==> src/rtl/gray_decoder_if.sv <==
// gray_decoder_if: valid/ready stream bundle for the Gray decoder (Gray words in, binary words plus step status out)
interface gray_decoder_if #(
    parameter int WIDTH = 4,
    parameter int CNT_W = 8
);
    logic             in_valid;
    logic             in_ready;
    logic [WIDTH-1:0] gray;
    logic             out_valid;
    logic             out_ready;
    logic [WIDTH-1:0] bin;
    logic             step_err;
    logic [CNT_W-1:0] err_count;

    modport master (
        output in_valid, gray, out_ready,
        input  in_ready, out_valid, bin, step_err, err_count
    );

    modport slave (
        input  in_valid, gray, out_ready,
        output in_ready, out_valid, bin, step_err, err_count
    );
endinterface

==> src/rtl/gray_decoder.sv <==
// gray_decoder: registered Gray-to-binary stream stage; define GRAY_STEP_CHECK_EN to compile in the multi-bit step checker
module gray_decoder #(
    parameter int WIDTH = 4,
    parameter int CNT_W = 8
) (
    input logic         clk,
    input logic         rst,
    gray_decoder_if.slave bus
);
    logic [WIDTH-1:0] dec;
    logic [WIDTH-1:0] bin_q;
    logic             valid_q;
    logic             err_q;
    logic             accept;
    logic             illegal;

    // each binary bit is the parity of all Gray bits at and above it
    for (genvar g = 0; g < WIDTH; g++) begin : g_dec
        assign dec[g] = ^bus.gray[WIDTH-1:g];
    end

    assign bus.in_ready  = !valid_q || bus.out_ready;
    assign accept        = bus.in_valid && bus.in_ready;
    assign bus.out_valid = valid_q;
    assign bus.bin       = bin_q;
    assign bus.step_err  = err_q;

`ifdef GRAY_STEP_CHECK_EN
    logic [WIDTH-1:0] prev_gray;
    logic             have_prev;
    logic [CNT_W-1:0] err_cnt;
    logic [WIDTH-1:0] diff;

    // more than one set bit is exactly when clearing the lowest one leaves something
    assign diff          = bus.gray ^ prev_gray;
    assign illegal       = have_prev && ((diff & (diff - WIDTH'(1))) != '0);
    assign bus.err_count = err_cnt;

    always_ff @(posedge clk or posedge rst) begin
        if (rst) begin
            prev_gray <= '0;
            have_prev <= 1'b0;
            err_cnt   <= '0;
        end else if (accept) begin
            prev_gray <= bus.gray;
            have_prev <= 1'b1;
            if (illegal && err_cnt != '1)
                err_cnt <= err_cnt + CNT_W'(1);
        end
    end
`else
    assign illegal       = 1'b0;
    assign bus.err_count = '0;
`endif

    always_ff @(posedge clk or posedge rst) begin
        if (rst) begin
            valid_q <= 1'b0;
            bin_q   <= '0;
            err_q   <= 1'b0;
        end else if (accept) begin
            valid_q <= 1'b1;
            bin_q   <= dec;
            err_q   <= illegal;
        end else if (bus.out_ready) begin
            valid_q <= 1'b0;
        end
    end
endmodule
==> src/flat_wrapper.sv <==
// flat-port wrapper written by rule: the top's interface ports become plain ports
module gray_decoder_flat 
#(
    parameter int WIDTH = 4,
    parameter int CNT_W = 8
)
  (clk, rst, bus_in_valid, bus_gray, bus_out_ready, bus_in_ready, bus_out_valid, bus_bin, bus_step_err, bus_err_count);
  gray_decoder_if #(.WIDTH(WIDTH), .CNT_W(CNT_W)) bus_i ();
  input logic clk;
  input logic rst;
  input wire logic [$bits(bus_i.in_valid)-1:0] bus_in_valid;
  input wire logic [$bits(bus_i.gray)-1:0] bus_gray;
  input wire logic [$bits(bus_i.out_ready)-1:0] bus_out_ready;
  output wire logic [$bits(bus_i.in_ready)-1:0] bus_in_ready;
  output wire logic [$bits(bus_i.out_valid)-1:0] bus_out_valid;
  output wire logic [$bits(bus_i.bin)-1:0] bus_bin;
  output wire logic [$bits(bus_i.step_err)-1:0] bus_step_err;
  output wire logic [$bits(bus_i.err_count)-1:0] bus_err_count;
  assign bus_i.in_valid = bus_in_valid;
  assign bus_i.gray = bus_gray;
  assign bus_i.out_ready = bus_out_ready;
  assign bus_in_ready = bus_i.in_ready;
  assign bus_out_valid = bus_i.out_valid;
  assign bus_bin = bus_i.bin;
  assign bus_step_err = bus_i.step_err;
  assign bus_err_count = bus_i.err_count;
  gray_decoder #(.WIDTH(WIDTH), .CNT_W(CNT_W)) u_core (.clk(clk), .rst(rst), .bus(bus_i));
endmodule
==> config.mk <==
export PLATFORM = sky130hd
export DESIGN_NAME = gray_decoder_flat
export DESIGN_NICKNAME = d
export VERILOG_FILES = /design/src/rtl/gray_decoder_if.sv /design/src/rtl/gray_decoder.sv /design/src/flat_wrapper.sv
export SDC_FILE = /design/constraint.sdc
export NUM_CORES = 1
export LEC_CHECK = 0
export ABC_AREA = 1
export CORE_AREA = 4 4 41 43
export CTS_BUF_LIST = sky130_fd_sc_hd__clkbuf_16
export CTS_CLUSTER_SIZE = 12
export DETAILED_ROUTE_END_ITERATION = 10
export DIE_AREA = 0 0 45 47
export GPL_TIMING_DRIVEN = 0
export PLACE_DENSITY = 0.69
export SYNTH_ARGS = -nofsm -noshare
export SYNTH_HDL_FRONTEND = slang
export SYNTH_SLANG_ARGS = --single-unit
==> constraint.sdc <==
create_clock -name clk -period 0.8 [get_ports clk]
set_input_delay 0.16 -clock clk [delete_from_list [all_inputs] [get_ports clk]]
set_output_delay 0.16 -clock clk [all_outputs]
set_load 0.02 [all_outputs]
==> Word-level counts from Yosys, hierarchy flattened <==
Index checks and enable logic that the tools add are counted.
{ "totals": {"output_inout_bits": 15, "latch_bits": 0, "ramBits": 0, "reg_bits": 5, "elab_cells": 11, "rom_bits": 0, "memories": 0} }
{ "classes": {"shifts": 0, "div_mod_pow": 0, "n_eq_ne": 0, "n_lt_le_gt_ge": 0, "reduce_logical": 7, "n_addsub": 0, "muxes": 2, "bitwise": 0, "multipliers": 0} }
{ "ops": {"columns": ["cell", "n"], "rows": [
  ["4-bit parity", 1],
  ["3-bit parity", 1],
  ["1-bit 2-to-1 mux", 2],
  ["2-bit nonzero test", 1],
  ["2-bit parity", 1],
  ["1-bit logical AND", 1],
  ["1-bit logical NOT", 1],
  ["1-bit logical OR", 1]
]} }

==> Depth between registers and ports, before layout <==
{ "logic_depth": {"depth_word": 4, "depth_mapped": 6, "mapped_depth_nobuf": 6} }

==> Worst setup path before layout <==
No wires, ideal clock.
{ "synth_timing": {"kind": "reg2reg", "from": "register u_core.valid_q (netlist: u_core.bus.out_valid)", "to": "register u_core.bin_q[0] (netlist: u_core.bus.bin[0])", "period_less_slack_ns": 0.957, "slack_ns": -0.157, "arrival_ns": 0.840, "path_stages_with_launch": 6, "t_required_ns": 0.683, "n_path_buf": 0, "cell_sequence": "dfrtp_1 -> nand2_4 -> nand2_4 -> inv_2 -> nand3_1 -> nand2_1"} }
{ "synth_between": {"elab_chain_cells": 3} }
{ "synth_rtl": {"columns": ["item", "line", "source"], "rows": [
  ["start, declared", "gray_decoder.sv:12", "logic valid_q;"],
  ["start signal, assigned", "gray_decoder.sv:58", "valid_q <= 1'b0;"],
  ["start signal, assigned", "gray_decoder.sv:62", "valid_q <= 1'b1;"],
  ["start signal, assigned", "gray_decoder.sv:66", "valid_q <= 1'b0;"],
  ["1-bit logical NOT", "gray_decoder.sv:22", "assign bus.in_ready = !valid_q || bus.out_ready;"],
  ["1-bit logical OR", "gray_decoder.sv:22", null],
  ["net bus_in_ready", "flat_wrapper.sv:14", "output wire logic [$bits(bus_i.in_ready)-1:0] bus_in_ready;"],
  ["1-bit logical AND", "gray_decoder.sv:23", "assign accept = bus.in_valid && bus.in_ready;"],
  ["end signal, assigned", "gray_decoder.sv:59", "bin_q <= '0;"],
  ["end signal, assigned", "gray_decoder.sv:63", "bin_q <= dec;"],
  ["end, declared", "gray_decoder.sv:11", "logic [WIDTH-1:0] bin_q;"]
]} }
The timed path passes the listed nets, and every way through them passes these cells.
A chain may end at the register's enable or synchronous reset.

==> Final worst setup path <==
{ "layout_timing": {"from": "register u_core.valid_q (netlist: u_core.bus.out_valid)", "to": "output port bus_in_ready"} }
{ "layout_between": {"elab_chain_cells": 2} }
{ "layout_rtl": {"columns": ["item", "line"], "rows": [
  ["1-bit logical NOT", "gray_decoder.sv:22"],
  ["1-bit logical OR", "gray_decoder.sv:22"],
  ["end, declared", "flat_wrapper.sv:14"]
]} }
Every way passes these cells.

==> run_results.csv <==
group,metric,value,unit
pwr,pwr-share-clk,51.5,%
setup_path,crit_path_end,"bus_in_ready",
global_route,grt_pass1_wl,1260,µm
setup_path,reg2reg_from,"u_core.bus.out_valid$_DFFE_PP0P_",
global_route,grt_use_total,8.81,%
routing,vias,369,
cts,cts.sinks,5,
routing,drtPass1Iterations,4,
global_route,antenna_found_initial,0,
outcome,status,"complete, but fails checks",
routing,wl_per_cell,8.93,µm
setup_path,critPathKind,"reg2out",
setup_path,end_kind,"primary output",
cts,cts_tree,"built",
floorplan,die_y,47,µm
setup_path,critical_path.max_fanout,2,
sta,fin_crit_sh,121,%
job,cap_viol_max_count,0,
sta,finalHoldViolations,0,
floorplan,start_util,27.6,%
floorplan,die_x,45,µm
sta,fmax,1040,MHz
finish,fin_util,53.0,%
sta,grt_setup_unrepaired,"yes",
routing,drt_iter0_markers,5,
cts,ctsHtreeMaxLevel,1,
yosys,synth_seq_area_share,34.8,%
cts,path_clk_slew,30,ps
worst_hold_path,min_path_type,"in2async",
place,gp_congestion,0.731,
pwr,ir_drop,0.897,mV
yosys,synth-seq-cells,5,
pwr,pwr-share-seq,20.7,%
place,portBuffers,13,
outcome,violations,"setup timing",
floorplan,die_area,0.00212,mm²
pwr,p_int,1.16,mW
setup_path,crit_start,"u_core.bus.out_valid$_DFFE_PP0P_",
yosys,synth_cell_types,11,
yosys,yosysWarnings,0,
finish,area_delta_synth_final,92.0,%
setup_path,r2r_end,"u_core.bus.bin[0]$_DFFE_PP0P_",
global_route,grt-ovfl-total,0,
yosys,syn_area,359,µm²
setup_path,ff2ff_setup_slack,-110,ps
floorplan,io_pins,23,
pwr,leakagePower,0.419,nW
routing,ant_nets,0,
pwr,fin_total_pwr,1.55,mW
routing,finalWirelength,866,µm
routing,viasPerCell,3.80,
pwr,switchingPower,0.395,mW
setup_path,worst-endpoint-arrival,810,ps
routing,drc_errors,0,
cts,root_buffer,"clkbuf_16",
yosys,avgSynthCellArea,7.04,µm²
finish,nFillCells,137,
floorplan,num_rows,13,
setup_path,reg2reg_depth,6,
finish,drive_above_1_share,45.1,%
sta,setup_viol,11,
cts,clk_latency,230,ps
pwr,powerDensity,2250,mW/mm²
sta,fin_crit,965,ps
cts,cts_inserted_buffers,3,
place,dp.final_hpwl,639,µm
finish,diodes,0,
cts,hold_buffers,0,
setup_path,startpoint_type,"register",
sta,slew_violations,0,
finish,nNetsFinal,91,
floorplan,core,0.00130,mm²
setup_path,cp.required,640,ps
pwr,power_frac_comb,27.8,%
global_route,grt_max_degree,9,
global_route,grt_pass1_vias,327,
sta,fin_skew,1.07,ps
sta,fin_ws,-165,ps
yosys,netlist_instances,51,
cts,cts_max_path_buffers,2,
pwr,switching_share,25.4,%
==> Yosys cell counts, drive strengths merged <==
cell type | n | area, µm²
dfrtp | 5 | 125
nand3 | 2 | 10.0
conb | 1 | 3.75
o21ai | 2 | 10.0
buf | 9 | 67.6
nand2 | 25 | 116
inv | 7 | 26.3
==> logic make-up (layout without fill, tap and decap cells) <==
logic type / Yosys count / in the layout / synth area share [%]
compound gates: 2 / 2 / 2.78
buf+inv: 16 / 39 / 26.1
flops: 5 / 5 / 34.8
other cells: 1 / 9 / 1.04
simple gates: 27 / 27 / 35.2
==> registers in the layout (all words and copies together) (netlist names) <==
name and cells:
u_core.bus.bin 4, u_core.bus.out_valid 1
==> power by group through the flow <==
stage          combinational, mW  clock (mW)  sequential [mW]
2_1_floorplan              0.169           0            0.365
4_1_cts                    0.392       0.819            0.321
5_1_grt                    0.465       0.831            0.326
6_report                   0.432       0.799            0.322
3_3_place_gp               0.352           0            0.318
3_5_place_dp               0.359           0            0.318
==> layer usage <==
metal	share of wire, %	vias to the layer above	global-route usage, %
met4	0	0	7.02
met1	37	153	8.99
met3	13	0	3.45
met5	0	-	0
li1	-	196	-
met2	50	20	14.4
==> stage by stage <==
step	setup WS, ps	hold WS, ps	std cells	instance area (µm²)	TNS, ps
after floorplan	-84.9	-61.5	59	400	-321
after global placement	-715	372	87	549	-3550
after detailed placement	-709	388	87	549	-3620
after CTS	-185	149	94	651	-1290
after global routing	-180	186	97	689	-1480
final	-165	143	97	689	-1170
==> how the worst min path moves through the flow <==
stage,cells past startpoint,endpoint,startpoint
2_1_floorplan,1,u_core.bus.bin[0]$_DFFE_PP0P_,rst
3_3_place_gp,2,u_core.bus.bin[3]$_DFFE_PP0P_,rst
3_5_place_dp,2,u_core.bus.bin[3]$_DFFE_PP0P_,rst
4_1_cts,2,u_core.bus.bin[3]$_DFFE_PP0P_,rst
5_1_grt,2,u_core.bus.bin[3]$_DFFE_PP0P_,rst
6_report,2,u_core.bus.bin[3]$_DFFE_PP0P_,rst
==> layout by cell type (no fill, tap or decap), types with 2 or more instances in the layout <==
master | synthesis | layout
inv_2 | 5 | 5
nand2_2 | 3 | 3
nand3_2 | 0 | 2
o21ai_1 | 1 | 2
dfrtp_1 | 5 | 4
buf_4 | 9 | 15
inv_1 | 2 | 3
dlymetal6s2s_1 | 0 | 3
conb_1 | 1 | 9
nand2_1 | 20 | 20
clkbuf_16 | 0 | 3
buf_6 | 0 | 5
clkdlybuf4s50_1 | 0 | 3
==> area by class of cell <==
cell class,count,area (µm²),area share (%)
Multi-Input combinational cell,38,189,27.4
Timing Repair Buffer,19,183,26.5
Sequential cell,5,126,18.3
Clock buffer,3,75.1,10.9
Buffer,9,67.6,9.80
Inverter,7,26.3,3.81
Tap cell,15,18.8,2.72
Clock inverter,1,3.75,0.544
==> worst max-delay path: stages, from the launching register on <==
cell     delay (ps)
dfrtp_2         410
nand2_4          60
buf_6           110
==> timing repair <==
item | in CTS | in global routing
buffers inserted | 3 | 3
pin swaps | 2 | 1
setup endpoints to repair | 10 | 11
gates resized for setup | 35 | 4
Note: power is estimated with default switching activity, not from simulation.
